<file path="src/rtl/ps2_pkg.sv">
// ps2_pkg: shared parser states, PS/2 byte constants and the queued event format.
package ps2_pkg;
  typedef enum logic [2:0] {IDLE, EXT, BRK, EXT_BRK, PAUSE} state_t;
  localparam logic [7:0] B_E0 = 8'hE0;
  localparam logic [7:0] B_E1 = 8'hE1;
  localparam logic [7:0] B_F0 = 8'hF0;
  localparam logic [7:0] B_AA = 8'hAA;
  localparam logic [7:0] B_FA = 8'hFA;
  localparam logic [7:0] B_EE = 8'hEE;
  localparam logic [7:0] B_FC = 8'hFC;
  localparam logic [7:0] B_FF = 8'hFF;
  localparam logic [7:0] B_00 = 8'h00;
  localparam logic [7:0] PAUSE_CODE = 8'h77;
  typedef struct packed {
    logic       ext;
    logic       brk;
    logic [7:0] code;
  } evt_t;
endpackage

</file>
<file path="src/rtl/ps2_evt_fifo.sv">
// ps2_evt_fifo: event queue; a push into a full queue lands only when a pop frees a slot.
module ps2_evt_fifo
  import ps2_pkg::*;
#(
  parameter int DEPTH = 4
) (
  input  logic clk,
  input  logic rst_n,
  input  logic push,
  input  logic pop,
  input  evt_t din,
  output evt_t dout,
  output logic full,
  output logic empty
);
  localparam int AW = $clog2(DEPTH);
  logic [AW-1:0] wr_ptr, rd_ptr;
  logic [AW:0] count;
  evt_t mem [DEPTH];
  logic do_pop, do_push;
  assign empty = count == '0;
  assign full = count == (AW+1)'(DEPTH);
  assign do_pop = pop && !empty;
  assign do_push = push && (!full || do_pop);
  assign dout = mem[rd_ptr];
  always_ff @(posedge clk or negedge rst_n) begin
    if (!rst_n) begin
      wr_ptr <= '0;
      rd_ptr <= '0;
      count <= '0;
    end else begin
      wr_ptr <= wr_ptr + AW'(do_push);
      rd_ptr <= rd_ptr + AW'(do_pop);
      count <= count + (AW+1)'(do_push) - (AW+1)'(do_pop);
    end
  end
  // Storage is never reset; the head is masked by the consumer while empty.
  always_ff @(posedge clk) begin
    if (do_push) mem[wr_ptr] <= din;
  end
endmodule

</file>
<file path="src/rtl/ps2_scancode_decoder.sv">
// ps2_scancode_decoder: turns PS/2 set-2 scan-code bytes into queued make/break events.
module ps2_scancode_decoder
  import ps2_pkg::*;
#(
  parameter int FIFO_DEPTH = 4,
  parameter int PAUSE_SKIP = 7
) (
  input  logic       clk,
  input  logic       rst_n,
  input  logic       byte_valid,
  input  logic [7:0] byte_data,
  input  logic       evt_ready,
  input  logic       ovf_clr,
  output logic       evt_valid,
  output logic [7:0] evt_code,
  output logic       evt_ext,
  output logic       evt_break,
  output logic       overflow,
  output logic       kbd_err
);
  state_t state, state_n;
  logic [7:0] skip, skip_n;
  logic emit, err, full, empty, pop, drop;
  evt_t evt_n, head;
  wire is_err = byte_data == B_00 || byte_data == B_FC || byte_data == B_FF;
  wire is_ign = byte_data == B_AA || byte_data == B_FA || byte_data == B_EE;
  always_comb begin
    state_n = state;
    skip_n = skip;
    emit = 1'b0;
    err = 1'b0;
    evt_n = '{ext: 1'b0, brk: 1'b0, code: byte_data};
    if (byte_valid) begin
      if (is_err) begin
        state_n = IDLE;
        skip_n = '0;
        err = 1'b1;
      end else begin
        case (state)
          IDLE: begin
            if (byte_data == B_E0) state_n = EXT;
            else if (byte_data == B_F0) state_n = BRK;
            else if (byte_data == B_E1) begin
              state_n = PAUSE;
              skip_n = 8'(PAUSE_SKIP);
            end else emit = !is_ign;
          end
          EXT: begin
            state_n = byte_data == B_F0 ? EXT_BRK : IDLE;
            emit = byte_data != B_F0;
            evt_n.ext = 1'b1;
          end
          BRK: begin
            state_n = IDLE;
            emit = 1'b1;
            evt_n.brk = 1'b1;
          end
          EXT_BRK: begin
            state_n = IDLE;
            emit = 1'b1;
            evt_n = '{ext: 1'b1, brk: 1'b1, code: byte_data};
          end
          PAUSE: begin
            skip_n = skip == '0 ? '0 : skip - 8'd1;
            emit = skip <= 8'd1;
            state_n = emit ? IDLE : PAUSE;
            evt_n = '{ext: 1'b1, brk: 1'b0, code: PAUSE_CODE};
          end
          default: state_n = IDLE;
        endcase
      end
    end
  end
  assign evt_valid = !empty;
  assign pop = evt_ready && evt_valid;
  assign drop = emit && full && !pop;
  assign evt_code = evt_valid ? head.code : 8'h00;
  assign evt_ext = evt_valid && head.ext;
  assign evt_break = evt_valid && head.brk;
  always_ff @(posedge clk or negedge rst_n) begin
    if (!rst_n) begin
      state <= IDLE;
      skip <= '0;
      overflow <= 1'b0;
      kbd_err <= 1'b0;
    end else begin
      state <= state_n;
      skip <= skip_n;
      overflow <= drop ? 1'b1 : ovf_clr ? 1'b0 : overflow;
      kbd_err <= err;
    end
  end
  ps2_evt_fifo #(.DEPTH(FIFO_DEPTH)) u_fifo (
    .clk(clk),
    .rst_n(rst_n),
    .push(emit),
    .pop(pop),
    .din(evt_n),
    .dout(head),
    .full(full),
    .empty(empty)
  );
endmodule

</file>
<file path="config.mk">
export PLATFORM = sky130hd
export DESIGN_NAME = ps2_scancode_decoder
export DESIGN_NICKNAME = d
export VERILOG_FILES = /design/src/rtl/ps2_pkg.sv /design/src/rtl/ps2_evt_fifo.sv /design/src/rtl/ps2_scancode_decoder.sv
export SDC_FILE = /design/constraint.sdc
export NUM_CORES = 1
export LEC_CHECK = 0
export ABC_AREA = 1
export CAP_MARGIN = 40
export CORE_MARGIN = 8
export CORE_UTILIZATION = 62
export CTS_CLUSTER_DIAMETER = 60
export DETAILED_ROUTE_END_ITERATION = 6
export PLACE_DENSITY = 0.85
export RECOVER_POWER = 25
export SYNTH_ARGS = -nofsm -noshare
export SYNTH_HDL_FRONTEND = slang
export SYNTH_SLANG_ARGS = --single-unit
</file>
<file path="constraint.sdc">
create_clock -name clk -period 4.15 [get_ports clk]
set_input_delay 0.83 -clock clk [delete_from_list [all_inputs] [get_ports clk]]
set_output_delay 0.83 -clock clk [all_outputs]
set_load 0.01 [all_outputs]
</file>
# Yosys cells after proc, flatten, opt, wreduce, memory -nomap -nowiden
# Memories as Yosys holds them, arrays and structs flattened.
# Index checks and enable logic that the tools add are counted.
# classes
n_addsub	5
order_cmp	1
n_eq_ne	18
muxes	31
reduce_logical	26
# ops
op	n
8-bit == test, second input constant	8
8-bit two-way mux	7
10-bit two-way mux	2
8-bit zero test	2
8-bit case mux with 2 select lines	1
3-bit two-way mux	5
1-bit two-way mux	13
3-bit inequality test, second input constant	3
3-bit case mux with 3 select lines	1
8-bit by 1-bit less-or-equal comparator with 1-bit output, second input constant	1
8-bit inequality test, second input constant	1
8-bit by 1-bit subtractor with 8-bit output, second input constant	1
1-bit logical AND	7
3-bit by 2-bit == test with 1-bit output, second input constant	2
3-bit == test, second input constant	2
3-bit zero test	2
1-bit logical OR	5
5-bit inequality test, second input constant	1
5-bit AND reduction	1
2-bit by 1-bit adder with 2-bit output	2
1-bit zero test	4
1-bit case mux with 4 select lines	1
3-bit by 1-bit adder with 3-bit output	1
3-bit by 1-bit == test with 1-bit output, second input constant	1
other kinds (7)	7
# word_totals
reg_bits	20
ram_bits	40
inputBits	13
out_inout_bits	13
elab_cells	89
mem_count	1
# mem_list
memory	words	width	read_ports	rd_clocked_by_memory_dff	wr	line_no	rtl
u_fifo.mem	4	10	1	0	1	ps2_evt_fifo.sv:19	evt_t mem [DEPTH];

# Logic depth before layout (Yosys ltp)
# Gate-level depths: netlist of the first run.
# logic_depth
word_depth	13
depth_mapped	15

# Cells and area by module
# A second synthesis of the first run with hierarchy kept.
# unflattened
cells_unflattened	368
area_unflattened_um2	3294.4
# by_module_without_submodules
module	n_inst	cells_each	area_per_inst_um2	seq_area_each_um2
ps2_evt_fifo	1	158	2030.7	1376.3
ps2_scancode_decoder	1	210	1263.7	325.3

# Least setup slack after synthesis of the first run
# No wires, ideal clock.
# synth_path
path_type	input -> register
start	input port byte_data[0]
end	register u_fifo.count[2]
setup_ps	122
t_arrival_ps	2323
required_time_ps	4028
path_slack_ps	1704
stages	13
cell_sequence	nor2_1 > nand2_1 > nor2_1 > nor2_1 > nand3_1 > nand2_1 > nand2_1 > nand2_1 > nand3_2 > inv_1 > ha_1 > fa_1 > xnor2_1
# synth_between
elab_chain_cells	13
elab_cells_between_ends	24
classes_between	add/sub: 2; eq/ne: 9; mux: 6; reduce/logical: 7
# synth_rtl
item	line_no	rtl
start: declaration	ps2_scancode_decoder.sv:11	input logic [7:0] byte_data,
8-bit == test	ps2_scancode_decoder.sv:26	wire is_ign = byte_data == B_AA || byte_data == B_FA || byte_data == B_EE;
1-bit logical OR (2 in a row)	ps2_scancode_decoder.sv:26	
1-bit zero test	ps2_scancode_decoder.sv:46	end else emit = !is_ign;
1-bit two-way mux	ps2_scancode_decoder.sv:43	else if (byte_data == B_E1) begin
1-bit two-way mux	ps2_scancode_decoder.sv:42	else if (byte_data == B_F0) state_n = BRK;
1-bit two-way mux	ps2_scancode_decoder.sv:41	if (byte_data == B_E0) state_n = EXT;
1-bit case mux with 4 select lines	ps2_scancode_decoder.sv:39	case (state)
1-bit two-way mux (*)	ps2_scancode_decoder.sv:34	if (is_err) begin
1-bit two-way mux (*)	ps2_scancode_decoder.sv:33	if (byte_valid) begin
1-bit logical AND (*)	ps2_evt_fifo.sv:24	assign do_push = push && (!full || do_pop);
3-bit by 1-bit adder with 3-bit output (*)	ps2_evt_fifo.sv:34	count <= count + (AW+1)'(do_push) - (AW+1)'(do_pop);
3-bit by 1-bit subtractor with 3-bit output (*)	ps2_evt_fifo.sv:34	
end signal: assignment	ps2_evt_fifo.sv:34	
end: declaration	ps2_evt_fifo.sv:18	logic [AW:0] count;
# Every way passes the cells marked *; elsewhere a longest branch is shown, timed or not.
# A chain may end at the register's enable or synchronous reset.

# Final worst setup path of the first run
# layout_path
start	register u_fifo.rd_ptr[1]
end	output port evt_code[0]
# layout_between
elab_chain_cells	2
# layout_rtl
item	line_no	rtl
start: declaration	ps2_evt_fifo.sv:17	logic [AW-1:0] wr_ptr, rd_ptr;
start signal: assignment	ps2_evt_fifo.sv:33	rd_ptr <= rd_ptr + AW'(do_pop);
memory read 4 x 10 bit	-	
8-bit two-way mux	ps2_scancode_decoder.sv:77	assign evt_code = evt_valid ? head.code : 8'h00;
end: declaration	ps2_scancode_decoder.sv:15	output logic [7:0] evt_code,
# No other way between the ends.

==> run metrics, run 1 <==
status=complete, no violations; CTS tree=done; Worst path slowest cell=dfrtp_1; endpoints failing setup=0; Synth warnings=0; Hold Crit Class=reg -> reg; final hold vios=0; Seq/Total Area, Yosys=56.2%; Final Core Density=approximately three quarters; CP arrival=between 2 and 2.5 ns; Synth Net Count=~350; crit end category=output port; Nets=between 300 and 400; share of the synthesized area in the top cell type=slightly below 40%; Area contributors post-synth=edfxtp_1, dfrtp_1, nor2_1, nand2_1, o21ai_0; routed len/inst=14.6 microns; Die Ht=between 80 and 90 microns; Pwr Total=2.50 mW; GRT Overall Usage=around 18%; worst hold path depth=2; Final HPWL DP=about 4500 microns; R2R depth=9; WS Path Type=reg -> out; Post-DRT Antenna Nets=0; worst rel slew slack=~48%; H-tree Lvls=3; highest cell delay on the worst timing path=approximately 0.64 ns; most common cell after layout, fill and taps aside=nor2_1; TNS Setup=0 ns; total CTS buffers=9; Worst-Skew Late Latency=0.33 ns; cells after synthesis=332; cell taking the most area after synthesis=edfxtp_1; DIE AREA=between 7000 and 8000 sq um; Slew Limit Fails=0; Setup Buffers After CTS=0; Hold-fix buffers, CTS=0; 1st-iter DRT viols=between 100 and 150; Mapped Area=approximately 3000 sq um; post-CTS sizing=0; Placeable Area=between 4000 and 5000 sq um; Synth-to-Final Area Change=17.9%; clk root buf=clkbuf_8; worst vdd ir=about 510 uV; Cell variety after synth=29; PwrDens=702 nW/um^2; crit start category=register; Initial Util=64.1%; total grt overflow=0; drt pass-1 iters=4; Inserted Diodes=0; Post-Layout Cell Count=around 440; Cell Rows=25; Tcrit/Tclk final=approximately 80%; layout cells sized above 1=~7.5%; Bufs on Longest Clock Path=2; initial antenna violation count=0; vias post-DR=between 2000 and 2500; most frequent cells in the layout=nor2_1, nand2_1, edfxtp_1, inv_1, o21ai_0; clock-pin slew on the worst setup and hold paths=roughly 0.07 ns; Peak Freq=around 300 MHz; Via density=about 5.3; critical path data required time=3.32 ns; vias in the first global route=2291; DRC=0; Hold Slack=between 0.5 and 0.6 ns; clock skew=a little under 0.008 ns; Tmin final=around 3.3 ns; #FFs+latches synth=60; pin count of the biggest net entering global routing=21; Sink Count=60; dpl cells=422; I/O pins=26; RSZ-0062 raised after global routing=no; P_leak=roughly 1.5 nW; max-cap violation count=0; worst path cell trace=clkinv_1 > nor2_1 > o21ai_0 > a21oi_1 > clkdlybuf4s50_1; Final Wtd Congestion=0.931; total wire length=around 6400 microns; R2R setup slack=1.70 ns; crit-path max FO=12; actual slew at the worst max-slew pin=between 0.7 and 0.8 ns; first-pass GRT wire length=roughly 11000 microns; port bufs=25; Mean Syn Cell Area=9.12 sq um; Die Wd=about 86 microns
-- cells by family after synthesis --
kind of cell	Yosys count	synth area share (%)
xor+xnor	8	2.31
compound gates	50	8.55
buf+inv	50	6.69
flops	60	56.2
simple gates	156	22.7
fa+ha+maj	8	3.55
-- synth_stat cells --
cell and n:
edfxtp_1 40, a21boi_0 1, or2_1 1, nor3_1 6
o21ai_1 2, o21a_1 1, xnor2_1 2, nand3_2 5
inv_1 36, nand2_2 1, nor2_1 69, a21oi_1 12
nand4_1 3, a21oi_2 1, nand3_1 15, dfrtp_1 20
fa_1 1, clkbuf_1 6, ha_1 7, nor3b_1 1
xor2_1 6, inv_2 3, o21ai_0 33, nand2_1 50
buf_6 2, nor2_4 1, nor2_2 2, nand2_4 2
clkinv_1 3
-- power breakdown --
group | switching (mW) | internal (mW) | total, mW
sequential | 0.111 | 0.810 | 0.922
clock | 0.212 | 0.397 | 0.610
combinational | 0.565 | 0.408 | 0.973
total | 0.889 | 1.62 | 2.50
-- flip-flops by register name, indices dropped and copies added, names as in the netlist --
register	count
u_fifo.mem	40
skip	8
state	3
u_fifo.count	3
u_fifo.rd_ptr	2
u_fifo.wr_ptr	2
kbd_err	1
overflow	1
-- cell type report --
cell class                 instances  area, sq um
sequential                        60         1700
fill                             300         1150
multi-input combinational        222         1100
timing repair buffer              31          292
inverter                          42          158
clock buffer                      11          131
clock inverter                     5          100
tap                               67         83.8
-- through the flow --
stage	worst slack (ns)	instance area (sq um)
5_1_grt	0.644	3570
4_1_cts	0.821	3600
3_3_place_gp	0.996	3350
3_5_place_dp	0.923	3370
2_1_floorplan	1.70	3030
6_report	0.854	3570
-- worst max-delay path, delay by kind of cell (launching register included) --
kind / cells / cell delay [ns]
compound gates: 2 / 0.30
buf+inv: 2 / 0.98
flops: 1 / 0.64
simple gates: 1 / 0.20
-- worst paths after layout --
| kind | startpoint | end |
|---|---|---|
| worst min-delay path | overflow | overflow |
| min in group asynchronous | rst_n | state[0] |
| worst max-delay path | u_fifo.rd_ptr[1] | evt_code[0] |
| worst min register to register | overflow | overflow |
| max in group asynchronous | rst_n | u_fifo.wr_ptr[1] |
| worst max register to register | skip[0] | u_fifo.mem[1][2] |
-- metal layers --
metal | vias to the layer above | wire length (microns) | track usage (%)
met5 | - | 0 | 0
met4 | 0 | 112 | 6.85
met3 | 14 | 378 | 5.06
met2 | 86 | 3150 | 30.2
met1 | 1068 | 2750 | 22.3
li1 | 1156 | - | -
No activity file was read; power rests on OpenSTA's default activity.
==> run 2: changes to the inputs <==
--- a/config.mk
+++ b/config.mk
@@ -8,10 +8,10 @@
 export ABC_AREA = 1
 export CAP_MARGIN = 40
 export CORE_MARGIN = 8
-export CORE_UTILIZATION = 62
+export CORE_UTILIZATION = 57
 export CTS_CLUSTER_DIAMETER = 60
 export DETAILED_ROUTE_END_ITERATION = 6
-export PLACE_DENSITY = 0.85
+export PLACE_DENSITY = 0.79
 export RECOVER_POWER = 25
 export SYNTH_ARGS = -nofsm -noshare
 export SYNTH_HDL_FRONTEND = slang
==> constraint.sdc (replaced) <==
create_clock -name clk -period 3.15 [get_ports clk]
set_input_delay 0.63 -clock clk [delete_from_list [all_inputs] [get_ports clk]]
set_output_delay 0.63 -clock clk [all_outputs]
set_load 0.01 [all_outputs]
==> run 2 against run 1 <==
Effect of this change:
- hold slack got worse by 0.027 ns
- clock skew hardly changed
- first-iteration DRC count increased by 12%
- non-clock buffer count is 3 higher
- global-route usage down 0.21 points
- combinational power grew 37%
- largest cell class unchanged
==> run metrics, run 2 (same netlist as run 1, synthesis figures left out) <==
fin area=3570 sq um (-0.11%); layout cells sized above 1=8.04% (+0.50 points); Sink Count=60 (unchanged); first-pass GRT wire length=10700 microns (+0.90%); clk root buf=clkbuf_8; WS Path Type=in -> reg; Initial Util=59.3% (-4.8 points); R2R Path Start=state[0]; routed len/inst=14.3 microns (-2.0%); reg-to-reg endpoint=u_fifo.count[2]; worst hold path depth=2 (unchanged); worst vdd ir=534 uV (+3.7%); critical path data required time=3.35 ns (+0.03 ns); area taken by multi-input logic gates=1100 sq um (-0.23%); status=complete, no violations; Post-DRT Antenna Nets=0 (unchanged); PwrDens=906 nW/um^2 (+29%); Tcrit/Tclk final=92.8%; Placeable Area=5110 sq um (+8.1%); most flop-heavy register=u_fifo.mem; Largest regs=u_fifo.mem x40, skip x8; Reg area=1700 sq um (unchanged); TNS Setup=0 ns (unchanged); Cell Rows=26 (+4.0%); total wire length=6330 microns (-0.92%); CP arrival=3.13 ns (+0.66 ns); final hold vios=0 (unchanged); vias post-DR=2366 (+1.8%); crit end category=register; filler instances=401 (+34%); crit start category=primary input; R2R depth=10 (+1); Hold EP=overflow; I/O pins=26 (unchanged); total CTS buffers=9 (unchanged); clock skew=0.00768 ns (-0.000214 ns); Synth-to-Final Area Change=17.8%; worst rel slew slack=53.5% (+5.1 points); max-cap violation count=0 (unchanged); CTS tree=done; Hold-fix buffers, CTS=0 (unchanged); initial antenna violation count=0 (unchanged); post-CTS sizing=0 (unchanged); P_leak=1.53 nW (-0.16%); Bufs on Longest Clock Path=2 (unchanged); Peak Freq=around 340 MHz; endpoints failing setup=0 (unchanged); Setup Buffers After CTS=0 (unchanged); Inserted Diodes=0 (unchanged); most common cell after layout, fill and taps aside=nor2_1; crit-path max FO=11 (-1); clock-pin slew on the worst setup and hold paths=0.06 ns (about the same); total grt overflow=0 (unchanged); DIE AREA=7900 sq um (+7.1%); Slew Limit Fails=0 (unchanged); Nets=390 (+0.78%); RSZ-0062 raised after global routing=no; R2R setup slack=0.86 ns (-0.84 ns); Hold Crit Class=reg -> reg; hold_sp=overflow; drt pass-1 iters=5 (+1); port bufs=25 (unchanged); GRT Overall Usage=18.1% (-0.21 points); Final HPWL DP=4460 microns (-0.16%); Die Wd=88.9 microns (+3.5%); Die Ht=88.9 microns (+3.5%); Worst-Skew Late Latency=0.33 ns (about the same); H-tree Lvls=3 (unchanged); Tmin final=about 3 ns; actual slew at the worst max-slew pin=0.698 ns (-0.0759 ns); most frequent cells in the layout=nor2_1, nand2_1, edfxtp_1, inv_1, o21ai_0; Final Wtd Congestion=0.935 (+0.44%); Via density=5.34 (+0.66%); vias in the first global route=2334 (+1.9%); DP Area=3400 sq um (+0.78%); pin count of the biggest net entering global routing=21 (unchanged); DRC=0 (unchanged); max FFs per register=40 (unchanged); 1st-iter DRT viols=157 (+12%)
[run 2: changes by cell type in the layout (fill, tap and decap cells not counted), sizes merged]
cell and change:
buf +3, clkbuf -2, bufinv -1, clkdlybuf4s50 +1, clkinv +1, clkinvlp +1, dlygate4sd3 -1
[run 2: routing by layer]
metal | share of wire (%) | vias to the layer above | GRT usage, %
met3 | 6.3 | 11 | 4.09
met2 | 50 | 93 | 29.6
met1 | 42 | 1101 | 21.9
met4 | 1.8 | 0 | 9.06
met5 | 0 | - | 0
li1 | - | 1161 | -
[run 2: layout make-up]
type                            count  share of cell area (%)
Inverter                           42                    4.42
Multi-Input combinational cell    222                    30.9
Clock inverter                      6                    2.25
Tap cell                           70                    2.46
Sequential cell                    60                    47.7
Timing Repair Buffer               34                    8.81
Clock buffer                        9                    3.47
[run 2: worst max-delay path by stage]
stage | from | end | slack, ns | cells past startpoint
6_report | byte_data[6] | u_fifo.count[1] | 0.23 | 14
5_1_grt | byte_data[6] | u_fifo.count[1] | 0.06 | 14
4_1_cts | u_fifo.rd_ptr[0] | evt_code[1] | 0.24 | 4
3_5_place_dp | byte_data[5] | u_fifo.count[2] | 0.15 | 15
3_3_place_gp | byte_data[5] | u_fifo.count[2] | 0.25 | 15
2_1_floorplan | byte_data[0] | u_fifo.count[2] | 0.90 | 13
[run 2: report_power, final]
part | leakage [nW] | switching [mW] | internal [mW]
Combinational | 0.811 | 0.775 | 0.552
Sequential | 0.620 | 0.115 | 1.07
Clock | 0.100 | 0.289 | 0.434
[run 2: worst max-delay path, stage by stage]
cell           delay (ns)
dlygate4sd3_1        0.57
nand2_1              0.08
inv_1                0.05
nand3_1              0.12
clkinv_1             0.10
nand3_2              0.06
nand2_1              0.09
inv_1                0.31
nand2_1              0.18
nor2_4               0.14
nand3_2              0.13
inv_1                0.10
ha_1                 0.17
fa_1                 0.41
[run 2: through the flow]
stage               hold WS (ns)  util [%]  setup WS [ns]  power, mW  std cells
global placement           0.464      66.2          0.253       2.46        427
global route               0.516      69.8         0.0557       3.47        443
finish                     0.486      69.8          0.227       3.23        443
detailed placement         0.478      66.5          0.151       2.52        428
floorplan                  0.334         -          0.904       2.00        332
CTS                        0.493      70.5          0.238       3.24        443
==> RTL change 1, RTL diff (flow settings as in run 2) <==
The parameter `FIFO_DEPTH` goes from 4 to 2.
--- a/src/rtl/ps2_scancode_decoder.sv
+++ b/src/rtl/ps2_scancode_decoder.sv
@@ -4,3 +4,3 @@
 #(
-  parameter int FIFO_DEPTH = 4,
+  parameter int FIFO_DEPTH = 2,
   parameter int PAUSE_SKIP = 7
Function: changed (a bounded check fails within 4 cycles, from zero or initial values and one cycle with rst_n low).
==> RTL change 1 against run 2 <==
  * Final area fell by 31%
  * Wire length fell by 38%
  * Power fell by 33%
  * Via count fell by 31%
  * Area after synthesis fell by 32%
  * Count of clock-buffer cells in the layout fell by 4
  * Worst setup slack improved by 0.22 ns
  * Sequential share of layout area fell by 5.8 points
  * Critical path depth fell by 4
  * Die area fell by 27%
  * Sequential cell count fell by 23
==> RTL change 1: results <==
[worst_setup_path]
critical_path_arrival_ns = 2.71
worst_path_max_delay_cell = "ha_1"
cpLargestDelayFamily = "simple AND/OR/NAND/NOR gates"
cp_max_fo = 10
slowest_delay_ns = 0.48

[clock_network]
worstSkewPairLatency_ns = 0.35
cts_buffer_depth = 2
clock-root-buffer = "clkbuf_4"
htree_levels = 2
cts_resized = 0
post_cts_buffers = 0
clkSlewWorstSetupHoldPaths_ns = 0.12
cts_buffers = 5

[synth]
synthArstFlopShare_pct = 45.9
syn_area_per_cell_sq_um = 8.36
synth_xor_area_share_pct = 2.98
synth_compound_area_share_pct = 9.67
syn-num-nets = 266
synth_fa_ha_area_share_pct = 4.26
ys_seq_area_share_pct = 49.9
ys_warn_count = 0
muxShareOfSynthArea_pct = 0
synth_common_cells = "nand2_1 (60), inv_1 (39), nor2_1 (24)"
synth.distinct_cells = 29
synth_edf_count = 20
ys_top_cells_by_area = "edfxtp_1 (29%), dfrtp_1 (21%), nand2_1 (11%)"

[detailed_routing]
drt_iter0_drc = 73
detail_route.first_pass.iterations = 6
drt-wirelength-per-cell_um = 12.2
viasPerCell = 5.04

[global_route]
antenna_found_initial = 0
grt_pass1_vias = 1595
grt_pass1_wl_mm = 7.07
grt_max_degree = 18
grt_usage_pct = 14.6

[power_and_ir_drop]
p_leak_nw = 1.09
ir_drop_mv = 0.410

[timing]
hold_violations = 0
tightest_slew_ns = 0.786
finClkSkew_ns = 0.00860

[place]
hpwl_mm = 3.06
io_buffers = 25
gp_congestion = 0.864
dp_cells = 317
post-place-ws_ns = 0.163
post_dp_cell_area_sq_mm = 0.00236

[cells_and_area]
stdcell_count = 325
top_regs = "u_fifo.mem: 20 flops, skip: 8 flops, state: 3 flops"
drive_gt1_share_pct = 6.86
antennaDiodeCount = 0
nets = 296

[hold_path]
min-delay-path-class = "reg2reg"

[run_status]
outcome = "finished clean"
-- RTL change 1: changes by cell type after synthesis, sizes merged, moves of 2 or more --
cell / delta
dfrtp: -3
edfxtp: -20
nand2: +10
nor2: -46
clkbuf: -4
nand3: -5
nor3: +2
xor2: -2
clkinv: -2
o21ai: -18
o22ai: +2
-- RTL change 1: cell type report --
class                           instances  area (sq um)
Clock buffer                            5          37.5
Sequential cell                        37          1030
Timing Repair Buffer                   26           254
Clock inverter                          3          68.8
Fill cell                             273          1110
Inverter                               40           150
Multi-Input combinational cell        166           848
Tap cell                               48          60.1
-- RTL change 1: final timing paths --
| path | startpoint | endpoint | slack [ns] | cells past startpoint |
|---|---|---|---|---|
| worst max-delay path | byte_data[1] | u_fifo.mem[0][6] | 0.45 | 10 |
| worst min-delay path | overflow | overflow | 0.49 | 2 |
| worst max register to register | skip[0] | u_fifo.mem[0][6] | 0.89 | 9 |
| worst min register to register | overflow | overflow | 0.49 | 2 |
| max in group asynchronous | rst_n | state[1] | 1.87 | 1 |
| min in group asynchronous | rst_n | skip[5] | 0.79 | 1 |
-- RTL change 1: per-layer routing --
| metal | wire length, um | global-route usage [%] |
|---|---|---|
| met1 | 1810 | 17.8 |
| met2 | 1890 | 24.0 |
| met3 | 210 | 4.60 |
| met4 | 42 | 4.62 |
| met5 | 0 | 0 |
-- RTL change 1: cells by family (layout without fill, tap and decap cells) --
logic type,after synthesis,after routing
buffers and inverters,43,74
XOR/XNOR,7,7
AO/OA/AOI/OAI,34,34
flip-flops,37,37
adder cells (fa/ha/maj),7,7
AND/OR/NAND/NOR,118,118
-- RTL change 1: where the power goes --
part	internal (W)	total (W)	switching, W
sequential	0.000673	0.000768	0.0000951
combinational	0.000413	0.000970	0.000558
clock	0.000250	0.000415	0.000165
==> RTL change 2, RTL diff (config.mk and constraints of run 2) <==
Without the edit above. Make the reset (`rst_n`) synchronous in 2 clocked blocks.
--- a/src/rtl/ps2_evt_fifo.sv
+++ b/src/rtl/ps2_evt_fifo.sv
@@ -25,3 +25,3 @@
   assign dout = mem[rd_ptr];
-  always_ff @(posedge clk or negedge rst_n) begin
+  always_ff @(posedge clk) begin
     if (!rst_n) begin
--- a/src/rtl/ps2_scancode_decoder.sv
+++ b/src/rtl/ps2_scancode_decoder.sv
@@ -79,3 +79,3 @@
   assign evt_break = evt_valid && head.brk;
-  always_ff @(posedge clk or negedge rst_n) begin
+  always_ff @(posedge clk) begin
     if (!rst_n) begin
Check against the original RTL: differs if rst_n is asserted again (counterexample within 4 cycles, from zero or initial values and one cycle with rst_n low); with rst_n held inactive, the same outputs for 4 cycles.
==> RTL change 2 against run 2 <==
  * Worst setup slack better by 0.16 ns
  * Final area shrank 0.70%
  * Sequential cell count unchanged
  * Power decreased by 17%
  * Non-clock buffer count stayed put
  * Wire length fell by 4.1%
  * Hold slack lost 0.011 ns
  * Area after synthesis fell by 1.4%
==> RTL change 2: results <==
[worst_setup_path]
critical_path_arrival_ns = 3.02
slowest_delay_ns = 0.59
worst_path_max_delay_cell = "dlygate4sd3_1"
cpLargestDelayFamily = "buffers and inverters"
cp_max_fo = 7
regToRegSetupSlack_ns = 0.85

[power_and_ir_drop]
ir_drop_mv = 0.365
p_leak_nw = 1.44

[timing]
finClkSkew_ns = 0.00923
tightest_slew_ns = 0.501

[clock_network]
htree_levels = 3
worstSkewPairLatency_ns = 0.32
clkSlewWorstSetupHoldPaths_ns = 0.06
cts_buffer_depth = 2
clock-root-buffer = "clkbuf_8"
post_cts_buffers = 0
cts_resized = 0
cts_buffers = 9

[detailed_routing]
detail_route.first_pass.iterations = 4
drt_iter0_drc = 140
vias = 2341
drt-wirelength-per-cell_um = 13.2

[place]
gp_congestion = 0.931
io_buffers = 25
hpwl_mm = 4.35

[cells_and_area]
top_regs = "u_fifo.mem: 40 flops, skip: 8 flops"
drive_gt1_share_pct = 10.8
nets = 405
fill_cells = 396
antennaDiodeCount = 0

[synth]
ys_seq_area_share_pct = 53.7
ys_top_cells_by_area = "edfxtp_1 (40%), dfxtp_1 (13%), nor2_1 (9.3%)"
ys_warn_count = 0
synth.distinct_cells = 30
syn-num-nets = 368
synth_edf_count = 40
synth_common_cells = "nor2_1 (74), nand2_1 (51), edfxtp_1 (40)"
synthArstFlopShare_pct = 0
synthFlopType = "edfxtp_1"

[global_route]
grt_pass1_wl_mm = 10.1
grt_pass1_vias = 2226
antenna_found_initial = 0
grt_usage_pct = 16.8
grt_max_degree = 21

[hold_path]
min-delay-path-class = "reg2reg"

[run_status]
outcome = "finished clean"
[RTL change 2: worst paths after layout]
check | startpoint | to | depth (start not counted)
worst max-delay path | byte_data[2] | u_fifo.count[2] | 15
worst max register to register | skip[0] | u_fifo.count[2] | 14
worst min-delay path | overflow | overflow | 2
worst min register to register | overflow | overflow | 2
[RTL change 2: per-stage QoR]
stage | hold slack, ns | setup slack, ns | power, W | instance area, sq um | std cells
global placement | 0.455 | 0.239 | 0.00197 | 3350 | 443
detailed placement | 0.478 | 0.168 | 0.00199 | 3350 | 443
finish | 0.474 | 0.387 | 0.00269 | 3540 | 459
floorplan | 0.468 | 0.839 | 0.00162 | 2980 | 347
global route | 0.496 | 0.212 | 0.00286 | 3540 | 459
CTS | 0.482 | 0.456 | 0.00271 | 3560 | 459
[RTL change 2: where the power goes]
part,internal [W],total (W),switching [W]
combinational,0.000400,0.000951,0.000550
clock,0.000442,0.000723,0.000281
sequential,0.000958,0.00101,0.0000570
[RTL change 2: worst reg2reg max path, stage by stage, from the launching register on]
cell and delay (ns):
dfxtp_1 0.41, inv_1 0.09, ha_1 0.24, nor2_1 0.11, nor2_1 0.06, nand2_1 0.09, o21a_1 0.11, nand2_1 0.08
nand3b_2 0.12, inv_1 0.08, ha_1 0.21, fa_1 0.36, inv_1 0.07, o21ai_0 0.08, a21oi_1 0.12
[RTL change 2: routing by layer]
metal	GRT usage [%]	vias up	wire, um
met5	0	-	0
li1	-	1208	-
met3	4.36	6	326
met2	28.7	56	3050
met4	6.14	0	50
met1	19.7	1071	2650
[RTL change 2: area by class of cell]
cell class              count  area share [%]
flip-flops and latches     60            45.2
multi-input cells         233            32.7
repair buffers             34            8.87
inverters                  46            4.88
clock buffers              11            3.71
well taps                  70            2.47
clock inverters             5            2.16
[RTL change 2: logic make-up after synthesis]
family / Yosys count / share of synthesized area, %
xor+xnor: 4 / 1.17
fa+ha+maj: 8 / 3.61
compound gates: 56 / 9.69
simple gates: 165 / 24.8
buf+inv: 54 / 7.04
flops: 60 / 53.7
